<file path="src/rtl/branch_resolve_unit.sv">
// branch_resolve_unit
//   Branch resolution and prediction for the MIPS core pipeline. Holds the
//   architectural Z/N/C flag register, evaluates the eight branch condition
//   codes for the instruction in execute, and reports registered resolution
//   and misprediction results one cycle later. An optional table of 2-bit
//   saturating counters indexed by PC supplies a prediction to fetch.
//
//   Build option: define BRANCH_PREDICT_EN to build the counter table. When
//   it is undefined, no table is built and fetch always predicts not-taken.
//
// Ports
//   clk             rising-edge clock
//   rst             synchronous, active-high reset
//   f_pc            fetch PC to predict
//   f_predict_taken combinational prediction for f_pc
//   ex_valid        execute slot holds a valid instruction
//   ex_branch       condition code (000 none, 001 JNZ, 010 JNN, 011 JNC,
//                   100 JMP, 101 JZ, 110 JN, 111 JC)
//   ex_pc           PC of the execute instruction
//   ex_predicted    prediction carried down the pipe with this instruction
//   flags_we        load z/n/c into the flag register this cycle
//   z, n, c         ALU flags produced this cycle
//   flags_q         flag register {z,n,c}
//   resolve_valid   registered: a branch was resolved last cycle
//   jump            registered: the resolved branch was taken
//   mispredict      registered: jump differs from ex_predicted
module branch_resolve_unit #(
    parameter int PC_W      = 16,
    parameter int BHT_DEPTH = 16,
    parameter int IDX_W     = $clog2(BHT_DEPTH)
) (
    input  logic            clk,
    input  logic            rst,
    input  logic [PC_W-1:0] f_pc,
    output logic            f_predict_taken,
    input  logic            ex_valid,
    input  logic [2:0]      ex_branch,
    input  logic [PC_W-1:0] ex_pc,
    input  logic            ex_predicted,
    input  logic            flags_we,
    input  logic            z,
    input  logic            n,
    input  logic            c,
    output logic [2:0]      flags_q,
    output logic            resolve_valid,
    output logic            jump,
    output logic            mispredict
);

    typedef enum logic [2:0] {
        BR_NONE = 3'b000,
        BR_JNZ  = 3'b001,
        BR_JNN  = 3'b010,
        BR_JNC  = 3'b011,
        BR_JMP  = 3'b100,
        BR_JZ   = 3'b101,
        BR_JN   = 3'b110,
        BR_JC   = 3'b111
    } br_code_e;

    br_code_e   br_code;
    logic [2:0] eff_flags;
    logic       is_branch;
    logic       cond_taken;

    logic [2:0] flag_reg_d, flag_reg_q;
    logic       resolve_valid_d, resolve_valid_q;
    logic       jump_d, jump_q;
    logic       mispredict_d, mispredict_q;

    assign br_code = br_code_e'(ex_branch);

    always_comb begin
        // Same-cycle bypass: a flag write in this cycle is seen by the branch.
        eff_flags = flags_we ? {z, n, c} : flag_reg_q;
        is_branch = ex_valid && (br_code != BR_NONE);

        cond_taken = 1'b0;
        case (br_code)
            BR_JMP:  cond_taken = 1'b1;
            BR_JZ:   cond_taken = eff_flags[2];
            BR_JN:   cond_taken = eff_flags[1];
            BR_JC:   cond_taken = eff_flags[0];
            BR_JNZ:  cond_taken = !eff_flags[2];
            BR_JNN:  cond_taken = !eff_flags[1];
            BR_JNC:  cond_taken = !eff_flags[0];
            default: cond_taken = 1'b0;
        endcase

        flag_reg_d      = eff_flags;
        resolve_valid_d = is_branch;
        jump_d          = is_branch && cond_taken;
        mispredict_d    = is_branch && (cond_taken ^ ex_predicted);
    end

    always_ff @(posedge clk) begin
        if (rst) begin
            flag_reg_q      <= '0;
            resolve_valid_q <= 1'b0;
            jump_q          <= 1'b0;
            mispredict_q    <= 1'b0;
        end else begin
            flag_reg_q      <= flag_reg_d;
            resolve_valid_q <= resolve_valid_d;
            jump_q          <= jump_d;
            mispredict_q    <= mispredict_d;
        end
    end

    assign flags_q       = flag_reg_q;
    assign resolve_valid = resolve_valid_q;
    assign jump          = jump_q;
    assign mispredict    = mispredict_q;

`ifdef BRANCH_PREDICT_EN
    logic [1:0]       bht_d [BHT_DEPTH];
    logic [1:0]       bht_q [BHT_DEPTH];
    logic [IDX_W-1:0] f_idx;
    logic [IDX_W-1:0] ex_idx;

    // Word-aligned PCs: bits [1:0] never select a counter.
    assign f_idx  = f_pc[IDX_W+1:2];
    assign ex_idx = ex_pc[IDX_W+1:2];

    always_comb begin
        for (int unsigned i = 0; i < BHT_DEPTH; i++) begin
            bht_d[i] = bht_q[i];
        end
        if (is_branch) begin
            if (cond_taken) begin
                if (bht_q[ex_idx] != 2'b11) begin
                    bht_d[ex_idx] = bht_q[ex_idx] + 2'd1;
                end
            end else if (bht_q[ex_idx] != 2'b00) begin
                bht_d[ex_idx] = bht_q[ex_idx] - 2'd1;
            end
        end
    end

    always_ff @(posedge clk) begin
        if (rst) begin
            for (int unsigned i = 0; i < BHT_DEPTH; i++) begin
                bht_q[i] <= 2'b01;
            end
        end else begin
            for (int unsigned i = 0; i < BHT_DEPTH; i++) begin
                bht_q[i] <= bht_d[i];
            end
        end
    end

    // Reads the registered table, so a same-cycle update is not bypassed.
    assign f_predict_taken = bht_q[f_idx][1];
`else
    assign f_predict_taken = 1'b0;
`endif

    // PC bits outside the index field (or all of them without the table).
    logic unused_pc_bits;
    assign unused_pc_bits = ^{f_pc, ex_pc};

endmodule

</file>
<file path="config.mk">
export PLATFORM = sky130hd
export DESIGN_NAME = branch_resolve_unit
export DESIGN_NICKNAME = d
export VERILOG_FILES = /design/src/rtl/branch_resolve_unit.sv
export SDC_FILE = /design/constraint.sdc
export NUM_CORES = 1
export LEC_CHECK = 0
export ABC_AREA = 1
export BUFFER_PORTS_ARGS = -buffer_cell sky130_fd_sc_hd__buf_2
export CAP_MARGIN = 20
export CORE_AREA = 2 2 39 41
export DETAILED_ROUTE_END_ITERATION = 8
export DIE_AREA = 0 0 41 43
export HOLD_SLACK_MARGIN = 0.1
export PLACE_DENSITY = 0.74
export SLEW_MARGIN = 5
export SYNTH_ARGS = -nofsm -noshare
export SYNTH_HDL_FRONTEND = slang
export SYNTH_SLANG_ARGS = --single-unit
</file>
<file path="constraint.sdc">
create_clock -name clk -period 2.11 [get_ports clk]
set_input_delay 0 -clock clk [delete_from_list [all_inputs] [get_ports clk]]
set_output_delay 0 -clock clk [all_outputs]
set_load 0.02 [all_outputs]
</file>
==> run metrics <==
final hold vios=0; Post-Syn Area=400.4 sq um; top-area cell type share of the netlist area=30.00%; CP bufs+invs=2; FF+latch count, synth=6; Comb pwr share=26.3%; Setup crit end kind=flop; layout cells sized above 1=37.21%; CP dominant cell by count=nand2_1; # rows=14; Nets=131; Peak VDD IR=0.1733 mV; Final GP Congestion=0.7615; Setup Buffers After CTS=0; H-Tree Level Count=1; CP Class=reg2reg; path category of the worst min-delay check=in2reg; DRC violations left=0; clk buf depth=2; setup ws final=0.9471 ns; drt initial violations=6; WHS=0.1087 ns; Area contributors post-synth=dfxtp_1, nand2_1, nand2_2; CTS tree=yes; Placement Setup Slack=0.9542 ns; Port Buffers=16; fmax=859.9 MHz; Leakage=0.3164 nW; sw power=0.00009244 W; register area share after synthesis=30.00%; Hold Buf Count CTS=4; Final Power=0.0003117 W; M3 GR Usage=1.571%; post-route ant nets=0; Worst-path clk slew=0.04 ns; die height=43 microns; Worst Reg-to-Reg Cells=5; Synth area leader=dfxtp_1; via count=417; antenna cell count=0; final worst path period need=1.163 ns; Final Skew=0.001980 ns; antenna violations before repair=0; total of max-cap violations=0; syn_nets=107; Final setup viols=0; vias per cell=4.088; post-DP HPWL=630 microns; Die Span X=41 microns; R2R Path Start=flags_q[2]; hold path endpoint=flags_q[0]; hold path depth=5; vias in the first global route=336; root buf cell=clkbuf_4; Worst setup SP type=flop; Max Slew Vio Count=0; DR WL/cell=7.353 microns; largest net degree at the start of global routing=8; GR Util met1=12.94%; r2r endpoint=flags_q[2]; CP peak stage delay=0.54 ns; Ports=50; cell-internal power=0.0002193 W; M2 GR Usage=15.00%; Yosys cell types=15; Skew-Pair Late Insertion Delay=0.24 ns; gr usage total=10.36%; Syn. warnings=0; status=finished, final reports clean; Core Area=0.001384 sq mm; Die ar.=0.001763 sq mm; RSZ-0062 raised after global routing=no; Critical Path RT=2.24 ns; hold path start=c; Gate Count Post-Synth=64; CP max stage cell=dlygate4sd3_1; TritonCTS Buffers=3; Clock power frac=33.3%; period utilization=55.11%; pwr/cell area=561.1 mW/mm^2; Crit Path Max Fanout=2; Post-Route WL=750 microns; Area Overhead vs Synth=38.75%; gr busiest metal=met2; Post-Route Setup TNS=0 ns; gr ovfl total=0; starting density of the core=28.93%; Post-Syn Area per Cell=6.256 sq um; Sw Ratio=29.65%; post-cts resize count=0; crit path cell chain=inv_2, nand2_1, nand2_1, nor2_1, dlygate4sd3_1; delay-heaviest family, CP=buffers and inverters; drt pass-1 iters=4; reg2reg setup slack=0.95 ns; sequential share of power=40.4%; first-pass GRT wire length=1235 microns; Clock Sinks=6; Arr. time, crit path=1.29 ns
[metal layers]
metal / share of wire, % / vias up
li1: - / 230
met1: 46 / 176
met2: 47 / 11
met3: 6.4 / 0
met4: 0 / 0
met5: 0 / -
[cell families after synthesis]
| kind of cell | share of synthesized area [%] |
|---|---|
| other | 0.9366 |
| flip-flops | 30.00 |
| AND/OR/NAND/NOR | 47.19 |
| buffers and inverters | 15.32 |
| AO/OA/AOI/OAI | 6.564 |
[worst max path at each step]
stage | cells past startpoint | startpoint | slack [ns] | endpoint
4_1_cts | 9 | flags_q[1] | 0.94 | mispredict
5_1_grt | 5 | flags_q[2] | 0.83 | flags_q[2]
2_1_floorplan | 9 | flags_q[1] | 0.90 | mispredict
3_3_place_gp | 9 | flags_q[1] | 0.98 | mispredict
3_5_place_dp | 9 | flags_q[1] | 0.95 | mispredict
6_report | 5 | flags_q[2] | 0.95 | flags_q[2]
[through the flow]
step	instances	util, %	cell area, sq um
final	102	40.14	555.5
after floorplan	64	-	400.4
after global routing	102	40.14	555.5
after detailed placement	95	35.62	493.0
after CTS	102	40.14	555.5
after global placement	95	35.62	493.0
[tightest hold or removal path: stages]
cell	delay, ns
buf_2	0.08
inv_1	0.03
nand2_1	0.06
nand2_2	0.07
nor2_1	0.07
[cell usage in the layout (no fill, tap or decap), drive strengths merged]
cell type / netlist / routed
dfxtp: 6 / 6
nor2: 13 / 13
a21oi: 1 / 1
o21ai: 2 / 2
conb: 1 / 1
clkbuf: 0 / 3
a21boi: 1 / 1
dlygate4sd3: 0 / 4
nand3: 2 / 2
clkinv: 1 / 1
inv: 10 / 10
nand2: 26 / 26
buf: 1 / 16
[power groups by stage]
stage	logic, W	clock network (W)	registers [W]
floorplan	0.0000422	0	0.000138
global placement	0.0000748	0	0.000128
detailed placement	0.0000764	0	0.000128
CTS	0.0000826	0.000107	0.000126
global route	0.0000924	0.000111	0.000127
finish	0.0000819	0.000104	0.000126
[Yosys cell counts]
library cell,count
buf_4,1
inv_1,8
nand2_2,6
o21ai_0,2
nor2_1,10
nand3_1,2
inv_2,2
dfxtp_1,6
a21oi_2,1
clkinv_8,1
a21boi_1,1
conb_1,1
nor2_2,1
nor2_4,2
nand2_1,20
[layout make-up]
type	instances	area (sq um)
clock buffers	3	22.52
inverters	11	53.80
fillers	148	828.3
repair buffers	20	120.1
multi-input cells	46	219.0
well taps	16	20.02
flip-flops and latches	6	120.1
[state kept, by name (all words and copies together) (netlist names)]
| signal | count |
|---|---|
| flags_q | 3 |
| jump | 1 |
| resolve_valid | 1 |
| mispredict | 1 |
Note: power is estimated with default switching activity, not from simulation.
